--- src/rtl/ysyx_25060170_stage_ctrl_pkg.sv ---
// Shared definitions for the ysyx_25060170 multi-cycle stage controller.
//   stage_e        : FSM state encoding. It is visible on the debug "state" port,
//                    so the numeric values are fixed.
//   TimeoutDefault : default number of MEM wait cycles allowed before the controller
//                    gives up and enters ERR.
package ysyx_25060170_stage_ctrl_pkg;

   typedef enum logic [2:0] {
      StIdle   = 3'd0,
      StFetch  = 3'd1,
      StDecode = 3'd2,
      StExec   = 3'd3,
      StMem    = 3'd4,
      StWb     = 3'd5,
      StHalt   = 3'd6,
      StErr    = 3'd7
   } stage_e;

   localparam int unsigned TimeoutDefault = 16;

endpackage

--- src/rtl/ysyx_25060170_stage_ctrl.sv ---
// Multi-cycle stage controller: sequences fetch / decode / execute / memory /
// write-back for a single-issue core, counts retired instructions and traps on
// ebreak (HALT) or on a load/store timeout (ERR). HALT and ERR are absorbing
// until rst is asserted.
//
// Ports
//   clk, rst       : core clock (rising edge); synchronous active-high reset
//   if_req         : fetch request, high in FETCH
//   if_resp_valid  : fetched instruction available this cycle
//   ir_we          : instruction-register load (FETCH and if_resp_valid)
//   id_valid       : decoded operands valid to the EXU (EXEC)
//   ex_res_we      : load the EXU result into the EX/LS register (EXEC)
//   is_mem         : decoded instruction is a load/store (sampled in EXEC)
//   is_ebreak      : decoded instruction is ebreak (sampled in EXEC)
//   branch_taken   : next PC is the jump/branch target (used in WB)
//   ls_req         : load/store request, high in MEM
//   ls_resp_valid  : load/store complete this cycle
//   rf_we_en       : register-file write commit (WB)
//   pc_we, pc_sel  : PC update enable (WB); 0 selects PC+4, 1 selects the target
//   halt, err      : sticky trap flags (state HALT / ERR)
//   state          : current FSM state, for debug
//   retire_cnt     : retired-instruction count; wraps at 2^32
module ysyx_25060170_stage_ctrl
   import ysyx_25060170_stage_ctrl_pkg::*;
#(
   parameter int unsigned TIMEOUT = TimeoutDefault
) (
   input  logic        clk,
   input  logic        rst,
   output logic        if_req,
   input  logic        if_resp_valid,
   output logic        ir_we,
   output logic        id_valid,
   output logic        ex_res_we,
   input  logic        is_mem,
   input  logic        is_ebreak,
   input  logic        branch_taken,
   output logic        ls_req,
   input  logic        ls_resp_valid,
   output logic        rf_we_en,
   output logic        pc_we,
   output logic        pc_sel,
   output logic        halt,
   output logic        err,
   output logic [2:0]  state,
   output logic [31:0] retire_cnt
);

   // The counter only has to count up to TIMEOUT-1.
   localparam int unsigned CntW = (TIMEOUT > 1) ? $clog2(TIMEOUT) : 1;
   localparam logic [CntW-1:0] CntLast = CntW'(TIMEOUT - 1);

   stage_e          state_q, state_d;
   logic [CntW-1:0] cnt_q, cnt_d;
   logic [31:0]     retire_q, retire_d;

   always_comb begin
      state_d  = state_q;
      cnt_d    = cnt_q;
      retire_d = retire_q;
      case (state_q)
         StIdle:   state_d = StFetch;
         StFetch:  if (if_resp_valid) state_d = StDecode;
         StDecode: state_d = StExec;
         StExec: begin
            // ebreak wins over a load/store; it retires but never writes the PC.
            if (is_ebreak) begin
               state_d  = StHalt;
               retire_d = retire_q + 32'd1;
            end else if (is_mem) begin
               state_d = StMem;
               cnt_d   = '0;
            end else begin
               state_d = StWb;
            end
         end
         StMem: begin
            // A response in the last allowed cycle still completes normally.
            if (ls_resp_valid) begin
               state_d = StWb;
            end else if (cnt_q == CntLast) begin
               state_d = StErr;
            end else begin
               cnt_d = cnt_q + CntW'(1);
            end
         end
         StWb: begin
            state_d  = StFetch;
            retire_d = retire_q + 32'd1;
         end
         StHalt:  state_d = StHalt;
         StErr:   state_d = StErr;
         default: state_d = StIdle;
      endcase
   end

   always_ff @(posedge clk) begin
      if (rst) begin
         state_q  <= StIdle;
         cnt_q    <= '0;
         retire_q <= '0;
      end else begin
         state_q  <= state_d;
         cnt_q    <= cnt_d;
         retire_q <= retire_d;
      end
   end

   // Everything except ir_we (and the pc_sel pass-through) decodes the
   // registered state only.
   assign if_req     = (state_q == StFetch);
   assign ir_we      = (state_q == StFetch) & if_resp_valid;
   assign id_valid   = (state_q == StExec);
   assign ex_res_we  = (state_q == StExec);
   assign ls_req     = (state_q == StMem);
   assign rf_we_en   = (state_q == StWb);
   assign pc_we      = (state_q == StWb);
   assign pc_sel     = (state_q == StWb) & branch_taken;
   assign halt       = (state_q == StHalt);
   assign err        = (state_q == StErr);
   assign state      = state_q;
   assign retire_cnt = retire_q;

endmodule

--- config.mk ---
export PLATFORM = sky130hd
export DESIGN_NAME = ysyx_25060170_stage_ctrl
export DESIGN_NICKNAME = d
export VERILOG_FILES = /design/src/rtl/ysyx_25060170_stage_ctrl_pkg.sv /design/src/rtl/ysyx_25060170_stage_ctrl.sv
export SDC_FILE = /design/constraint.sdc
export NUM_CORES = 1
export LEC_CHECK = 0
export ABC_AREA = 1
export BUFFER_PORTS_ARGS = -buffer_cell sky130_fd_sc_hd__buf_2
export CORE_MARGIN = 8
export CORE_UTILIZATION = 50
export CTS_CLUSTER_DIAMETER = 30
export CTS_CLUSTER_SIZE = 24
export DETAILED_ROUTE_END_ITERATION = 7
export PLACE_DENSITY = 0.75
export SLEW_MARGIN = 20
export SYNTH_ARGS = -nofsm -noshare
export SYNTH_HDL_FRONTEND = slang
export SYNTH_SLANG_ARGS = --single-unit
--- constraint.sdc ---
create_clock -name clk -period 2.3 [get_ports clk]
set_clock_uncertainty 0.1 [all_clocks]
set_input_delay 0.46 -clock clk [delete_from_list [all_inputs] [get_ports clk]]
set_output_delay 0.46 -clock clk [all_outputs]
set_load 0.05 [all_outputs]
==> metrics <==
Post-CTS Hold Fix Bufs=0; worst hold path startpoint=if_resp_valid; switching power summed over all nets=443.9 uW; post-synth cell types=33; fin crit share=0.8934; die width=84.06 um; CTS resizes=0; insertion delay of the later-clocked pin in the worst-skew pair=0.29 ns; cell with the largest stage delay on the worst path=dfxtp_1; wirelength, routed=5691 um; final-report hold violation count=0; classification of the worst setup path=reg -> out; buffers inserted by post-CTS timing repair=0; initial antenna violation count=0; maximum net fanout on the critical path=9; vertical die dimension=84.06 um; Tmin final=2.055 ns; cell count after synthesis=369; num rows=24; global-route total usage across every layer=0.1639; achievable frequency=0.4866 GHz; number of antenna repair diodes=0; Longest Clk Path Bufs=2; status=completed; vias in the first global route=2,266; power per cell area=527.8 mW/mm^2; vias per cell=5.144; DRC violation total after the first TritonRoute iteration=99; cell area after technology mapping=0.002316 mm^2; CP top delay family=flip-flops; switching part of the total=0.3134; number of maximum-capacitance violations=0; Crit path largest cell delay=0.55 ns; startpoint type of the worst setup path=flip-flop; reg-to-reg critical path startpoint=retire_cnt[0]; leading post-synthesis cells by cell area=dfxtp_1 34%, nand2_1 13%, nor2_1 11%, inv_1 9.1%, nand3_1 6.5%; number of fillers in the final layout=433; worst hold slack across all endpoints=0.3436 ns; cell taking the most area after synthesis=dfxtp_1; transition time of the tightest slew-check pin=0.4468 ns; clk slew on worst S/H paths=0.07 ns; synthesized netlist net count=378; Final setup viols=0; Clk pwr share=0.312; data arrival time of the critical path=1.49 ns; growth of design area from synthesis to finish=15.88%; Clock Root Buffer=clkbuf_8; peak supply drop=0.3964 mV; leakage power of the design=0.001236 uW; unrepaired setup endpoints after global routing=no; global placement routability congestion=0.9121; fraction of power consumed by combinational cells=0.176; initial cell density of the core=0.5247; Rel. slew slack=0.7018; design internal power=972.6 uW; largest net degree at the start of global routing=15; share of layout cells above drive strength 1=0.1948; final number of max-transition violations=0; number of clock buffers inserted by TritonCTS=5; buffering stage count on the worst path with inverters included=1; detailed-route wire length per cell=12.03 um; proportion of power drawn by flip-flops and latches=0.512; warning count from the yosys run=0; share of Yosys cell area claimed by the top area cell type=0.3371; number of clock sinks seen by CTS=39; count of unresolved DRC violations after routing=0; wire length of the first global-routing pass=9984 um; I/O pins=52; area of the placeable core=0.004414 mm^2; Final Net Count=429; data required time at the worst endpoint=1.74 ns; summed negative setup slack over all endpoints=0 ns; TritonCTS clock tree=built; Avg Cell Area, Syn=6.276 um^2; vias=2,433; Worst Setup End Kind=primary output; fraction of the yosys area taken by sequential cells=0.3371; path type of the worst min-delay path=in -> reg; number of storage elements in the synthesis netlist=39; number of iterations in the first detailed-routing pass=4; number of input and output port buffers inserted=51; cells traversed along the worst timing path=nand2_1, nor2_2, buf_2; residual antenna-violating net count after detailed routing=0; Post-DP HPWL=4484 um; # H-tree levels=2; overflow left after global routing=0; DIE AREA=0.007066 mm^2; Final Util=0.6080
cell families after synthesis:
group	share of synthesized area
simple gates	0.4079
xor+xnor	0.003782
buf+inv	0.1189
flops	0.3371
compound gates	0.1216
fa+ha+maj	0.01080
worst reg2reg max path, stage by stage (launching register included):
cell     delay [ns]
dfxtp_1        0.39
ha_1           0.22
nand2_1        0.06
nor2_1         0.26
nand3_2        0.13
nor2_2         0.37
nand2_1        0.14
o21ai_0        0.18
nor2_1         0.05
sequential cells by signal (all words and copies together), names as in the netlist, named ones only:
register,cells
cnt_q,4
state,2
retire_cnt,32
cell type report:
type	instances	area, um^2	area share
flip-flops and latches	39	782.0	0.2914
multi-input cells	263	1267	0.4723
inverters	58	217.7	0.08112
clock inverters	1	5.005	0.001865
clock buffers	7	76.32	0.02844
repair buffers	53	270.3	0.1007
well taps	52	65.06	0.02424
per-layer routing:
metal,GRT usage,share of wire
met1,0.1805,0.44
met2,0.2869,0.49
met3,0.05078,0.052
met4,0.05651,0.016
met5,0,0
through the flow:
stage,cell area [um^2],instances,setup slack (ns),total power [uW]
floorplan,2325,369,0.06009,941.3
global placement,2603,465,0.4565,987.2
detailed placement,2603,465,0.3602,991.1
CTS,2684,473,0.2281,1436
global route,2684,473,0.09648,1489
finish,2684,473,0.2451,1416
Yosys cell counts:
cell type and instances:
a31oi_1 1, nor2_2 4, dfxtp_1 39, nand2_2 5, o22ai_1 1, buf_2 1, o21ai_0 14, ha_1 2
o21a_1 1, nor3_1 4, inv_1 56, o21bai_1 2, nor2_4 3, and3_1 1, nand2_1 81, nand3_2 2
nand3_4 1, nand4_1 8, nor3_2 1, a21oi_2 1, nand3_1 30, buf_4 4, buf_6 1, o211ai_1 1
buf_1 1, xor2_1 1, nor2_1 68, clkbuf_1 2, inv_2 2, nand4_4 1, a21oi_1 28, o2111ai_1 1
o21bai_2 1
cell usage in the layout, fill, tap and decap left out, types with 4 or more instances in the layout:
| master | instances |
|---|---|
| nand2_1 | 81 |
| nor2_1 | 67 |
| inv_1 | 56 |
| buf_2 | 51 |
| dfxtp_1 | 38 |
| nand3_1 | 30 |
| a21oi_1 | 28 |
| o21ai_0 | 14 |
| nand4_1 | 8 |
| nand2_2 | 5 |
| clkbuf_8 | 5 |
| nor2_4 | 4 |
| nor2_2 | 4 |
| nor3_1 | 4 |
final timing paths:
check        depth (start not counted)  slack [ns]              to
max                                  3        0.25          ls_req
min                                  4        0.34        state[0]
max reg2reg                          8        0.29  retire_cnt[18]
min reg2reg                          2        0.39  retire_cnt[11]
power groups by stage:
stage,Clock [uW],Sequential [uW],Combinational [uW]
6_report,442,725,249
5_1_grt,490,729,270
4_1_cts,460,725,251
3_5_place_dp,0,741,250
3_3_place_gp,0,740,247
2_1_floorplan,0,773,168
(Power assumes the default switching activity.)
